File: config.mk
export PLATFORM = sky130hd
export DESIGN_NAME = decode_queue
export DESIGN_NICKNAME = d
export VERILOG_FILES = /design/src/rtl/core_decode_pkg.sv /design/src/rtl/rv32_decoder.sv /design/src/rtl/decode_queue.sv
export SDC_FILE = /design/constraint.sdc
export NUM_CORES = 1
export LEC_CHECK = 0
export BUFFER_PORTS_ARGS = -buffer_cell sky130_fd_sc_hd__buf_2
export CELL_PAD_IN_SITES_DETAIL_PLACEMENT = 2
export CELL_PAD_IN_SITES_GLOBAL_PLACEMENT = 2
export CORE_MARGIN = 2
export CORE_UTILIZATION = 34
export DETAILED_ROUTE_END_ITERATION = 12
export PLACE_DENSITY = 0.85
export SLEW_MARGIN = 0
export SYNTH_ARGS = -nofsm -noshare
export SYNTH_HDL_FRONTEND = slang
export SYNTH_SLANG_ARGS = --single-unit
File: constraint.sdc
create_clock -name clk_i -period 1.9 [get_ports clk_i]
set_input_delay 0.285 -clock clk_i [delete_from_list [all_inputs] [get_ports clk_i]]
set_output_delay 0.285 -clock clk_i [all_outputs]
set_load 0.01 [all_outputs]
File: src/rtl/core_decode_pkg.sv
// Shared RV32I decode encodings, control-word layout and opcode constants.
// Used by rv32_decoder and decode_queue.
package core_decode_pkg;

    typedef enum logic [3:0] {
        ALU_ADD  = 4'h0,
        ALU_SUB  = 4'h1,
        ALU_XOR  = 4'h2,
        ALU_OR   = 4'h3,
        ALU_AND  = 4'h4,
        ALU_SLTU = 4'h5,
        ALU_SLT  = 4'h6,
        ALU_SLL  = 4'h7,
        ALU_SRL  = 4'h8,
        ALU_SRA  = 4'h9,
        ALU_EQ   = 4'hA,
        ALU_NE   = 4'hB,
        ALU_GEU  = 4'hC,
        ALU_GE   = 4'hD,
        ALU_JUMP = 4'hE,
        ALU_PASS = 4'hF
    } alu_op_e;

    typedef enum logic [1:0] {
        SRC1_RS1  = 2'd0,
        SRC1_PC   = 2'd1,
        SRC1_ZIMM = 2'd2
    } src1_e;

    typedef enum logic [1:0] {
        SRC2_RS2 = 2'd0,
        SRC2_IMM = 2'd1,
        SRC2_CSR = 2'd2
    } src2_e;

    typedef enum logic [1:0] {
        LEN_B = 2'd0,
        LEN_H = 2'd1,
        LEN_W = 2'd2
    } mem_len_e;

    typedef enum logic [1:0] {
        WB_ALU = 2'd0,
        WB_MEM = 2'd1,
        WB_IMM = 2'd2
    } wb_sel_e;

    // Declared MSB first; the offsets below follow this order.
    typedef struct packed {
        alu_op_e    alu_op;
        logic [1:0] alu_op2;
        src1_e      src1_sel;
        src2_e      src2_sel;
        logic       branch;
        logic       jump;
        mem_len_e   mem_len;
        logic       mem_wen_n;
        logic       rf_wen_n;
        logic       csr_wen_n;
        wb_sel_e    wb_sel;
        logic       load_sign;
        logic [3:0] md_op;
        logic       illegal;
        logic       ecall;
        logic       ebreak;
        logic       mret;
    } ctrl_t;

    localparam int CTRL_W = $bits(ctrl_t);

    localparam int CTRL_MRET_LSB      = 0;
    localparam int CTRL_EBREAK_LSB    = 1;
    localparam int CTRL_ECALL_LSB     = 2;
    localparam int CTRL_ILLEGAL_LSB   = 3;
    localparam int CTRL_MD_OP_LSB     = 4;
    localparam int CTRL_LOAD_SIGN_LSB = 8;
    localparam int CTRL_WB_SEL_LSB    = 9;
    localparam int CTRL_CSR_WEN_N_LSB = 11;
    localparam int CTRL_RF_WEN_N_LSB  = 12;
    localparam int CTRL_MEM_WEN_N_LSB = 13;
    localparam int CTRL_MEM_LEN_LSB   = 14;
    localparam int CTRL_JUMP_LSB      = 16;
    localparam int CTRL_BRANCH_LSB    = 17;
    localparam int CTRL_SRC2_SEL_LSB  = 18;
    localparam int CTRL_SRC1_SEL_LSB  = 20;
    localparam int CTRL_ALU_OP2_LSB   = 22;
    localparam int CTRL_ALU_OP_LSB    = 24;

    localparam logic [6:0] OPC_LUI      = 7'h37;
    localparam logic [6:0] OPC_AUIPC    = 7'h17;
    localparam logic [6:0] OPC_JAL      = 7'h6F;
    localparam logic [6:0] OPC_JALR     = 7'h67;
    localparam logic [6:0] OPC_BRANCH   = 7'h63;
    localparam logic [6:0] OPC_LOAD     = 7'h03;
    localparam logic [6:0] OPC_STORE    = 7'h23;
    localparam logic [6:0] OPC_OP_IMM   = 7'h13;
    localparam logic [6:0] OPC_OP       = 7'h33;
    localparam logic [6:0] OPC_MISC_MEM = 7'h0F;
    localparam logic [6:0] OPC_SYSTEM   = 7'h73;

    localparam logic [31:0] INSTR_ECALL  = 32'h0000_0073;
    localparam logic [31:0] INSTR_EBREAK = 32'h0010_0073;
    localparam logic [31:0] INSTR_MRET   = 32'h3020_0073;

    localparam ctrl_t CTRL_IDLE = '{
        alu_op:    ALU_ADD,
        alu_op2:   2'b00,
        src1_sel:  SRC1_RS1,
        src2_sel:  SRC2_RS2,
        branch:    1'b0,
        jump:      1'b0,
        mem_len:   LEN_B,
        mem_wen_n: 1'b1,
        rf_wen_n:  1'b1,
        csr_wen_n: 1'b1,
        wb_sel:    WB_ALU,
        load_sign: 1'b0,
        md_op:     4'h0,
        illegal:   1'b0,
        ecall:     1'b0,
        ebreak:    1'b0,
        mret:      1'b0
    };

endpackage

File: src/rtl/rv32_decoder.sv
// Combinational RV32I instruction decoder; RV32M decode when RV32M_EN is defined.
// Illegal words come out as an idle control word with only illegal set.
module rv32_decoder
    import core_decode_pkg::*;
(
    input  logic [31:0] instr_i,
    output ctrl_t       ctrl_o
);

    logic [6:0] opc;
    logic [2:0] f3;
    logic [6:0] f7;
    ctrl_t      c;
    logic       ill;

    assign opc = instr_i[6:0];
    assign f3  = instr_i[14:12];
    assign f7  = instr_i[31:25];

    function automatic alu_op_e alu_of(input logic [2:0] fn, input logic alt);
        alu_op_e r;
        case (fn)
            3'b000:  r = alt ? ALU_SUB : ALU_ADD;
            3'b001:  r = ALU_SLL;
            3'b010:  r = ALU_SLT;
            3'b011:  r = ALU_SLTU;
            3'b100:  r = ALU_XOR;
            3'b101:  r = alt ? ALU_SRA : ALU_SRL;
            3'b110:  r = ALU_OR;
            default: r = ALU_AND;
        endcase
        return r;
    endfunction

    always_comb begin
        c   = CTRL_IDLE;
        ill = 1'b0;
        case (opc)
            OPC_LUI: begin
                c.alu_op   = ALU_PASS;
                c.src2_sel = SRC2_IMM;
                c.wb_sel   = WB_IMM;
                c.rf_wen_n = 1'b0;
            end
            OPC_AUIPC: begin
                c.src1_sel = SRC1_PC;
                c.src2_sel = SRC2_IMM;
                c.rf_wen_n = 1'b0;
            end
            OPC_JAL: begin
                c.alu_op   = ALU_JUMP;
                c.jump     = 1'b1;
                c.src1_sel = SRC1_PC;
                c.src2_sel = SRC2_IMM;
                c.rf_wen_n = 1'b0;
            end
            OPC_JALR: begin
                c.alu_op   = ALU_JUMP;
                c.jump     = 1'b1;
                c.src2_sel = SRC2_IMM;
                c.rf_wen_n = 1'b0;
                ill        = (f3 != 3'b000);
            end
            OPC_BRANCH: begin
                c.branch = 1'b1;
                case (f3)
                    3'b000:  c.alu_op = ALU_EQ;
                    3'b001:  c.alu_op = ALU_NE;
                    3'b100:  c.alu_op = ALU_SLT;
                    3'b101:  c.alu_op = ALU_GE;
                    3'b110:  c.alu_op = ALU_SLTU;
                    3'b111:  c.alu_op = ALU_GEU;
                    default: ill = 1'b1;
                endcase
            end
            OPC_LOAD: begin
                c.src2_sel  = SRC2_IMM;
                c.wb_sel    = WB_MEM;
                c.rf_wen_n  = 1'b0;
                c.mem_len   = mem_len_e'(f3[1:0]);
                c.load_sign = ~f3[2];
                ill = (f3[1:0] == 2'b11) || (f3[2] && f3[1]);
            end
            OPC_STORE: begin
                c.src2_sel  = SRC2_IMM;
                c.mem_wen_n = 1'b0;
                c.mem_len   = mem_len_e'(f3[1:0]);
                ill         = (f3 > 3'd2);
            end
            OPC_OP_IMM: begin
                c.src2_sel = SRC2_IMM;
                c.rf_wen_n = 1'b0;
                c.alu_op   = alu_of(f3, (f3 == 3'b101) && f7[5]);
                if (f3 == 3'b001) ill = (f7 != 7'h00);
                if (f3 == 3'b101) ill = ((f7 & ~7'h20) != 7'h00);
            end
            OPC_OP: begin
                c.rf_wen_n = 1'b0;
                if (f7 == 7'h01) begin
`ifdef RV32M_EN
                    c.md_op = {1'b1, f3};
`else
                    ill = 1'b1;
`endif
                end else begin
                    c.alu_op = alu_of(f3, f7[5]);
                    ill = !((f7 == 7'h00) ||
                            ((f7 == 7'h20) && (f3 == 3'b000 || f3 == 3'b101)));
                end
            end
            OPC_MISC_MEM: begin
                c = CTRL_IDLE;
            end
            OPC_SYSTEM: begin
                if (f3 == 3'b000) begin
                    c.ecall  = (instr_i == INSTR_ECALL);
                    c.ebreak = (instr_i == INSTR_EBREAK);
                    c.mret   = (instr_i == INSTR_MRET);
                    ill      = !(c.ecall || c.ebreak || c.mret);
                end else if (f3 == 3'b100) begin
                    ill = 1'b1;
                end else begin
                    c.alu_op    = ALU_PASS;
                    c.alu_op2   = f3[1:0];
                    c.src1_sel  = f3[2] ? SRC1_ZIMM : SRC1_RS1;
                    c.src2_sel  = SRC2_CSR;
                    c.csr_wen_n = 1'b0;
                    c.rf_wen_n  = 1'b0;
                end
            end
            default: ill = 1'b1;
        endcase
    end

    always_comb begin
        ctrl_o = c;
        if (ill) begin
            ctrl_o         = CTRL_IDLE;
            ctrl_o.illegal = 1'b1;
        end
    end

endmodule

File: src/rtl/decode_queue.sv
// RV32I decode stage feeding a DEPTH-entry FIFO toward execute, with flush,
// occupancy and a saturating illegal counter. RV32M_EN enables RV32M decode.
module decode_queue
    import core_decode_pkg::*;
#(
    parameter int DEPTH = 4,
    parameter int PC_W  = 32,
    parameter int CNT_W = 16
) (
    input  logic                     clk_i,
    input  logic                     reset_i,
    input  logic                     flush_i,
    input  logic                     in_valid_i,
    output logic                     in_ready_o,
    input  logic [31:0]              in_instr_i,
    input  logic [PC_W-1:0]          in_pc_i,
    output logic                     out_valid_o,
    input  logic                     out_ready_i,
    output logic [CTRL_W-1:0]        out_ctrl_o,
    output logic [31:0]              out_instr_o,
    output logic [PC_W-1:0]          out_pc_o,
    output logic [$clog2(DEPTH):0]   count_o,
    output logic [CNT_W-1:0]         illegal_cnt_o
);

    localparam int PTR_W = $clog2(DEPTH);
    localparam int OCC_W = PTR_W + 1;
    localparam logic [OCC_W-1:0] FULL = OCC_W'(DEPTH);

    ctrl_t dec_ctrl;

    logic [CTRL_W-1:0] ctrl_mem_q  [DEPTH];
    logic [CTRL_W-1:0] ctrl_mem_d  [DEPTH];
    logic [31:0]       instr_mem_q [DEPTH];
    logic [31:0]       instr_mem_d [DEPTH];
    logic [PC_W-1:0]   pc_mem_q    [DEPTH];
    logic [PC_W-1:0]   pc_mem_d    [DEPTH];

    logic [PTR_W-1:0] wr_ptr_q, wr_ptr_d;
    logic [PTR_W-1:0] rd_ptr_q, rd_ptr_d;
    logic [OCC_W-1:0] cnt_q, cnt_d;
    logic [CNT_W-1:0] ill_q, ill_d;
    logic             push, pop;

    rv32_decoder u_dec (
        .instr_i (in_instr_i),
        .ctrl_o  (dec_ctrl)
    );

    // Ready depends only on stored occupancy, never on out_ready_i.
    assign in_ready_o    = (cnt_q != FULL);
    assign out_valid_o   = (cnt_q != '0);
    assign count_o       = cnt_q;
    assign illegal_cnt_o = ill_q;
    assign out_ctrl_o    = out_valid_o ? ctrl_mem_q[rd_ptr_q]  : '0;
    assign out_instr_o   = out_valid_o ? instr_mem_q[rd_ptr_q] : '0;
    assign out_pc_o      = out_valid_o ? pc_mem_q[rd_ptr_q]    : '0;

    assign push = in_valid_i && in_ready_o && !flush_i;
    assign pop  = out_valid_o && out_ready_i && !flush_i;

    always_comb begin
        wr_ptr_d    = wr_ptr_q;
        rd_ptr_d    = rd_ptr_q;
        cnt_d       = cnt_q;
        ill_d       = ill_q;
        ctrl_mem_d  = ctrl_mem_q;
        instr_mem_d = instr_mem_q;
        pc_mem_d    = pc_mem_q;
        if (flush_i) begin
            wr_ptr_d = '0;
            rd_ptr_d = '0;
            cnt_d    = '0;
        end else begin
            if (push) begin
                ctrl_mem_d[wr_ptr_q]  = dec_ctrl;
                instr_mem_d[wr_ptr_q] = in_instr_i;
                pc_mem_d[wr_ptr_q]    = in_pc_i;
                wr_ptr_d              = wr_ptr_q + PTR_W'(1);
            end
            if (pop) rd_ptr_d = rd_ptr_q + PTR_W'(1);
            if (push && !pop) cnt_d = cnt_q + OCC_W'(1);
            if (pop && !push) cnt_d = cnt_q - OCC_W'(1);
        end
        if (push && dec_ctrl.illegal && (ill_q != {CNT_W{1'b1}}))
            ill_d = ill_q + CNT_W'(1);
    end

    always_ff @(posedge clk_i or negedge reset_i) begin
        if (!reset_i) begin
            wr_ptr_q    <= '0;
            rd_ptr_q    <= '0;
            cnt_q       <= '0;
            ill_q       <= '0;
            ctrl_mem_q  <= '{default: '0};
            instr_mem_q <= '{default: '0};
            pc_mem_q    <= '{default: '0};
        end else begin
            wr_ptr_q    <= wr_ptr_d;
            rd_ptr_q    <= rd_ptr_d;
            cnt_q       <= cnt_d;
            ill_q       <= ill_d;
            ctrl_mem_q  <= ctrl_mem_d;
            instr_mem_q <= instr_mem_d;
            pc_mem_q    <= pc_mem_d;
        end
    end

endmodule

Word level (Yosys, flattened, before mapping)

Index checks and enable logic that the tools add are counted.

Equality and inequality tests: 26
$add $sub $neg: 5
Bitwise logic cells: 4
Reduce and logical (&&, ||, !) cells: 39
Muxes and demuxes: 61
Order comparisons: 4

Operator list:

| kind                    | count |
|---|---|
| $bwmux W128             | 2 |
| $mux W32                | 7 |
| $mux W28                | 5 |
| $bmux W32 S2            | 2 |
| $bwmux W112             | 1 |
| $demux W32 S2           | 1 |
| $bmux W28 S2            | 1 |
| $demux W28 S2           | 1 |
| $pmux W4 S7             | 2 |
| $pmux W4 S6             | 2 |
| $eq A32 B21 Y1 const B  | 1 |
| $eq A32 B30 Y1 const B  | 1 |
| $eq A32 B7 Y1 const B   | 1 |
| $eq A7 B6 Y1 const B    | 4 |
| $eq A7 B7 Y1 const B    | 4 |
| $mux W10                | 2 |
| $mux W2                 | 9 |
| $add A16 B1 Y16 const B | 1 |
| $ne A16 B16 Y1 const B  | 1 |
| $mux W1                 | 15 |
| $mux W3                 | 5 |
| $eq A7 B5 Y1 const B    | 2 |
| $reduce_bool A7 Y1      | 2 |
| $reduce_or A7 Y1        | 2 |
| 31 further kinds        | 65 |

Register bits after elaboration: 391
Input port bits: 69
Output and inout port bits: 113

Depth between registers and ports, before layout

Depth after elaboration: 10
Depth in mapped cells: 9

By module

A second synthesis with hierarchy kept.

Cells, all modules: 1,248
Area total of the unflattened synthesis: 18,551.5 um2

Modules (own cells, without submodules):

| module       | cells an instance | times used | sequential area each (um2) | area each (um2) |
|---|---|---|---|---|
| decode_queue | 1,114             | 1          | 9,784.4                    | 17,705.7 |
| rv32_decoder | 134               | 1          | 0.0                        | 845.8 |

Least setup slack after synthesis

Ideal clock, no wire load.

Kind: reg2reg
From: register cnt_q[1] (netlist: count_o[1])
To: register cnt_q[1] (netlist: count_o[1])
Stages on the path, launching flop included: 7
Setup slack: -0.215 ns
Library setup time: 0.132 ns
Arrival time: 1.983 ns
Data required time: 1.768 ns
Buffers on the path: 0
Path through: dfrtp_1 > or3b_2 > nand2_2 > nor3b_1 > fa_1 > mux2i_1 > nor2_1

Word-level cells in the longest chain between the ends: 7

Ends and longest elaborated chain:

| element                              | RTL line            | RTL |
|---|---|---|
| from (decl)                          | decode_queue.sv:41  | `logic [OCC_W-1:0] cnt_q, cnt_d;` |
| from (signal assigned)               | decode_queue.sv:101 | `cnt_q <= cnt_d;` |
| $ne A3 B3 Y1 (*)                     | decode_queue.sv:51  | `assign in_ready_o = (cnt_q != FULL);` |
| named net in_ready_o                 | decode_queue.sv:14  | `output logic in_ready_o,` |
| $logic_and A1 B1 Y1 (*) (2 in a row) | decode_queue.sv:59  | `assign push = in_valid_i && in_ready_o && !flush_i;` |
| $logic_not A1 Y1                     | decode_queue.sv:83  | `if (pop && !push) cnt_d = cnt_q - OCC_W'(1);` |
| $logic_and A1 B1 Y1                  | decode_queue.sv:83  |  |
| $mux W3                              | decode_queue.sv:83  |  |
| $mux W3                              | decode_queue.sv:70  | `if (flush_i) begin` |

Mark *: on every way through the listed nets, which the timed path passes. The rest lies on a longest branch. The select of a mux whose other input is x is not followed.
A chain may end at the register's enable or synchronous reset.

Final worst setup path

From: register rd_ptr_q[0]
To: output port out_pc_o[3]

Word-level cells in the longest chain between the ends: 5

Ends and longest elaborated chain:

| element                                     | RTL line            | RTL |
|---|---|---|
| from (decl)                                 | decode_queue.sv:40  | `logic [PTR_W-1:0] rd_ptr_q, rd_ptr_d;` |
| from (signal assigned)                      | decode_queue.sv:100 | `rd_ptr_q <= rd_ptr_d;` |
| $not A2 Y3 (not written as such)            | decode_queue.sv:57  | `assign out_pc_o = out_valid_o ? pc_mem_q[rd_ptr_q] : '0;` |
| $bmux W32 S2                                | decode_queue.sv:57  |  |
| $mux W32 (not written as such) (2 in a row) | decode_queue.sv:57  |  |
| $mux W32                                    | decode_queue.sv:57  |  |
| to (decl)                                   | decode_queue.sv:21  | `output logic [PC_W-1:0] out_pc_o,` |

No other way between the ends. The select of a mux whose other input is x is not followed.

==> metrics <==
status complete, but fails checks; violations in the final reports negative hold slack, negative setup slack; total power 37.20 mW; maximum number of pins on one net before global-route repair a little over 80; fmax 381.2 MHz; Least-Margin Pin Slew ~0.64 ns; switching part of the total between 30% and 40%; Max clock buf depth 3; Multi-input gate area ~0.0084 sq mm; post-synthesis instance area 0.01766 sq mm; count of maximum capacitance violations 0; CTS tree built; Post-Place Cell Area about 0.021 sq mm; number of antenna violations at the first check in global routing 4; # clock sinks around 380; clock transition at the registers of the reported paths around 0.060 ns; drc violations 0; insertion delay to the later sink of the worst-skew pair just over 0.6 ns; Filler cells just over 5,000; flip-flop and latch count after synthesis approximately 380; Yosys top cell by area dfrtp_1; Gate power share 40.6%; leakage between 10 and 15 nW; most frequent cells in the layout nand2_1, dfrtp_1, buf_4, buf_2, mux4_2; worst slew margin relative to its limit ~57%; clock skew after layout around 0.024 ns; total internal power 22.89 mW; worst hold-check path type input port to flip-flop; mean area per synthesized cell 9.748 sq um; Chip Height between 200 and 250 um; area of all placed cells without fillers 0.02539 sq mm; CTS Root Cell clkbuf_16; peak ir drop on the vdd network around 0.0013 V; H-tree levels 2; area share of the largest cell type after synthesis 53.13%; fraction of final layout cells sized beyond drive strength 1 a little over a third; power density cells about 1500 mW/mm^2; clock network fraction of total power around 25%; detailed-route wire length per cell 34.88 um; half-perimeter wire length after detailed placement around 45,000 um; core outline area 0.05130 sq mm; Final Hold Violating Endpoints 1; classification of the worst setup path flip-flop to primary output; clock buffer count from CTS 44; count of input and output buffers 177; Worst Hold Slack -0.001176 ns; worst path setup slack after routing -0.7236 ns; starting density of the core between 30 and 40%; portion of the post-synthesis area used by sequential elements ~53%; overall overflow remaining after global route 0; register area 0.009395 sq mm; EDFF count, synth 0; Die Width 231.9 um; Detailed Route Iter0 Violations 1,627; endpoint required time on the critical path 1.62 ns; most common library cell in the layout ignoring fill and taps nand2_1; vias post-DR 17,633; CP Max Fanout 6; fin util about half; nets@finish around 2,300; commonest register cell after synthesis dfrtp_1; critical path endpoint category primary output; Yosys warnings 0; final max-slew violation count 0; die area ~0.054 sq mm; remaining antenna violation count 0; Async S/R FF share, synth 100.0%; Detailed Routing Iterations Pass 1 5; sequential share of power ~34%; first-pass GRT wire length between 100,000 and 150,000 um; wirelength, routed just over 100,000 um; count of different cell masters after synthesis 64; Cell Rows 83; Final period util 138.1%; RSZ-0062 raised after global routing yes; crit start category flip-flop; number of I/O pins about 180; clock period minus final worst setup slack 2.624 ns; Tot GR Track Use between 20% and 30%; cell types occupying the most area after synthesis dfrtp_1, nand2_1, mux4_2; routability congestion estimate from global placement 0.8141; area added between synthesis and finish 43.73%; mean number of vias per cell between 5 and 6; Mapped Cells between 1,500 and 2,000; number of failing setup endpoints in the final timing report about 460; vias in the first global route approximately 18,000; worst endpoint data arrival time approximately 2.3 ns; Net Switching roughly 14 mW
-- cell families after synthesis --
| group | count (synthesis) | share of synthesized area (%) |
|---|---|---|
| and+or+nand+nor | 1036 | 24.74 |
| DFF | 375 | 53.13 |
| buffers and inverters | 137 | 3.499 |
| AOI/OAI and AO/OA | 119 | 4.010 |
| muxes | 119 | 13.19 |
| xor gates and xnor gates | 19 | 0.9421 |
| adders and majority gates | 6 | 0.4675 |
| other | 1 | 0.02123 |
-- layout make-up --
| type | instances | area share, % |
|---|---|---|
| diodes | 5 | 0.04929 |
| clock buffers | 62 | 4.963 |
| clock inverters | 13 | 0.7787 |
| inverters | 11 | 0.1626 |
| multi-input cells | 1313 | 33.20 |
| flip-flops and latches | 375 | 37.01 |
| well taps | 680 | 3.351 |
| repair buffers | 486 | 20.48 |
-- registers in the layout, summed over array words and instances, names as in the netlist --
register       flops
illegal_cnt_o     16
wr_ptr_q           2
pc_mem_q         128
ctrl_mem_q        96
rd_ptr_q           2
instr_mem_q      128
count_o            3
-- cell usage after synthesis (2+ instances only) --
library cell  count
xnor2_1          15
nand2b_1          6
buf_1             2
nor2_1           36
xor2_1            4
mux4_2           88
a21oi_1          10
nand3_1          16
or4_1             2
nand2_1         821
o21ai_0          70
a21o_1            5
buf_4             6
ha_1              5
dfrtp_1         375
and4_1            4
a31o_2            2
o31ai_1           2
buf_2            59
nor3_1           12
or3b_2            2
nand4_1          11
inv_1            11
and3_1            8
or3_1             2
clkbuf_1         58
a311oi_1          2
or3_4             2
nor4_1            5
and2_1           92
o21ai_1           5
o21ai_2           4
a31oi_1           6
nand3b_1          3
nor2b_1           2
nor3b_1           2
mux2_2           30
-- power groups by stage --
stage / Sequential, mW / Clock (mW) / Combinational [mW]
2_1_floorplan: 11.5 / 0 / 6.18
3_3_place_gp: 11.7 / 0 / 9.94
3_5_place_dp: 12.1 / 0 / 10.5
4_1_cts: 12.0 / 8.98 / 12.6
5_1_grt: 12.8 / 9.65 / 15.8
6_report: 12.7 / 9.37 / 15.1
-- metrics by stage --
step                      setup WS, ns  setup TNS, ns  std cells
after floorplan               -0.02831        -0.2067       1815
after global placement         -0.6385         -40.67       2718
after detailed placement       -0.6682         -45.64       2718
after CTS                      -0.6797         -54.16       2848
after global routing           -0.7336        -139.31       2944
final                          -0.7236        -126.38       2945
-- final timing paths --
check / startpoint / end / slack [ns] / cells after the start
min: in_instr_i[26] / instr_mem_q[26] / -0.001 / 3
max reg2reg: count_o[2] / ctrl_mem_q[85] / -0.51 / 9
max: rd_ptr_q[0] / out_pc_o[3] / -0.72 / 6
max in group asynchronous: reset_i / illegal_cnt_o[3] / 0.86 / 3
min in group asynchronous: reset_i / instr_mem_q[7] / 0.17 / 2
min reg2reg: pc_mem_q[80] / pc_mem_q[80] / 0.48 / 2
-- repair_timing --
action / 4_1_cts / 5_1_grt
resized for setup: 111 / 204
hold buffers: 38 / 0
pin swaps: 17 / 31
setup endpoints to repair: 187 / 419
cloned: 5 / 45
setup buffers: 12 / 52
endpoints found under the hold margin: 236 / 0
-- worst max-delay path, stage by stage, from the launching register on --
cell	delay (ns)
dfrtp_4	0.52
buf_4	0.17
buf_12	0.14
buf_12	0.14
mux4_2	0.46
and2_4	0.20
buf_6	0.12
-- layer usage --
metal  global-route usage (%)  vias to the layer above  share of wire (%)  routed length (um)
met5                        0                        -                  0                   0
met1                    32.66                     9279                 36               36600
met4                    11.00                        0                8.4                8607
met2                    51.61                     1039                 50               51110
li1                         -                     6804                  -                   -
met3                    4.175                      511                6.2                6382
Power figures use the tool's default switching activity.
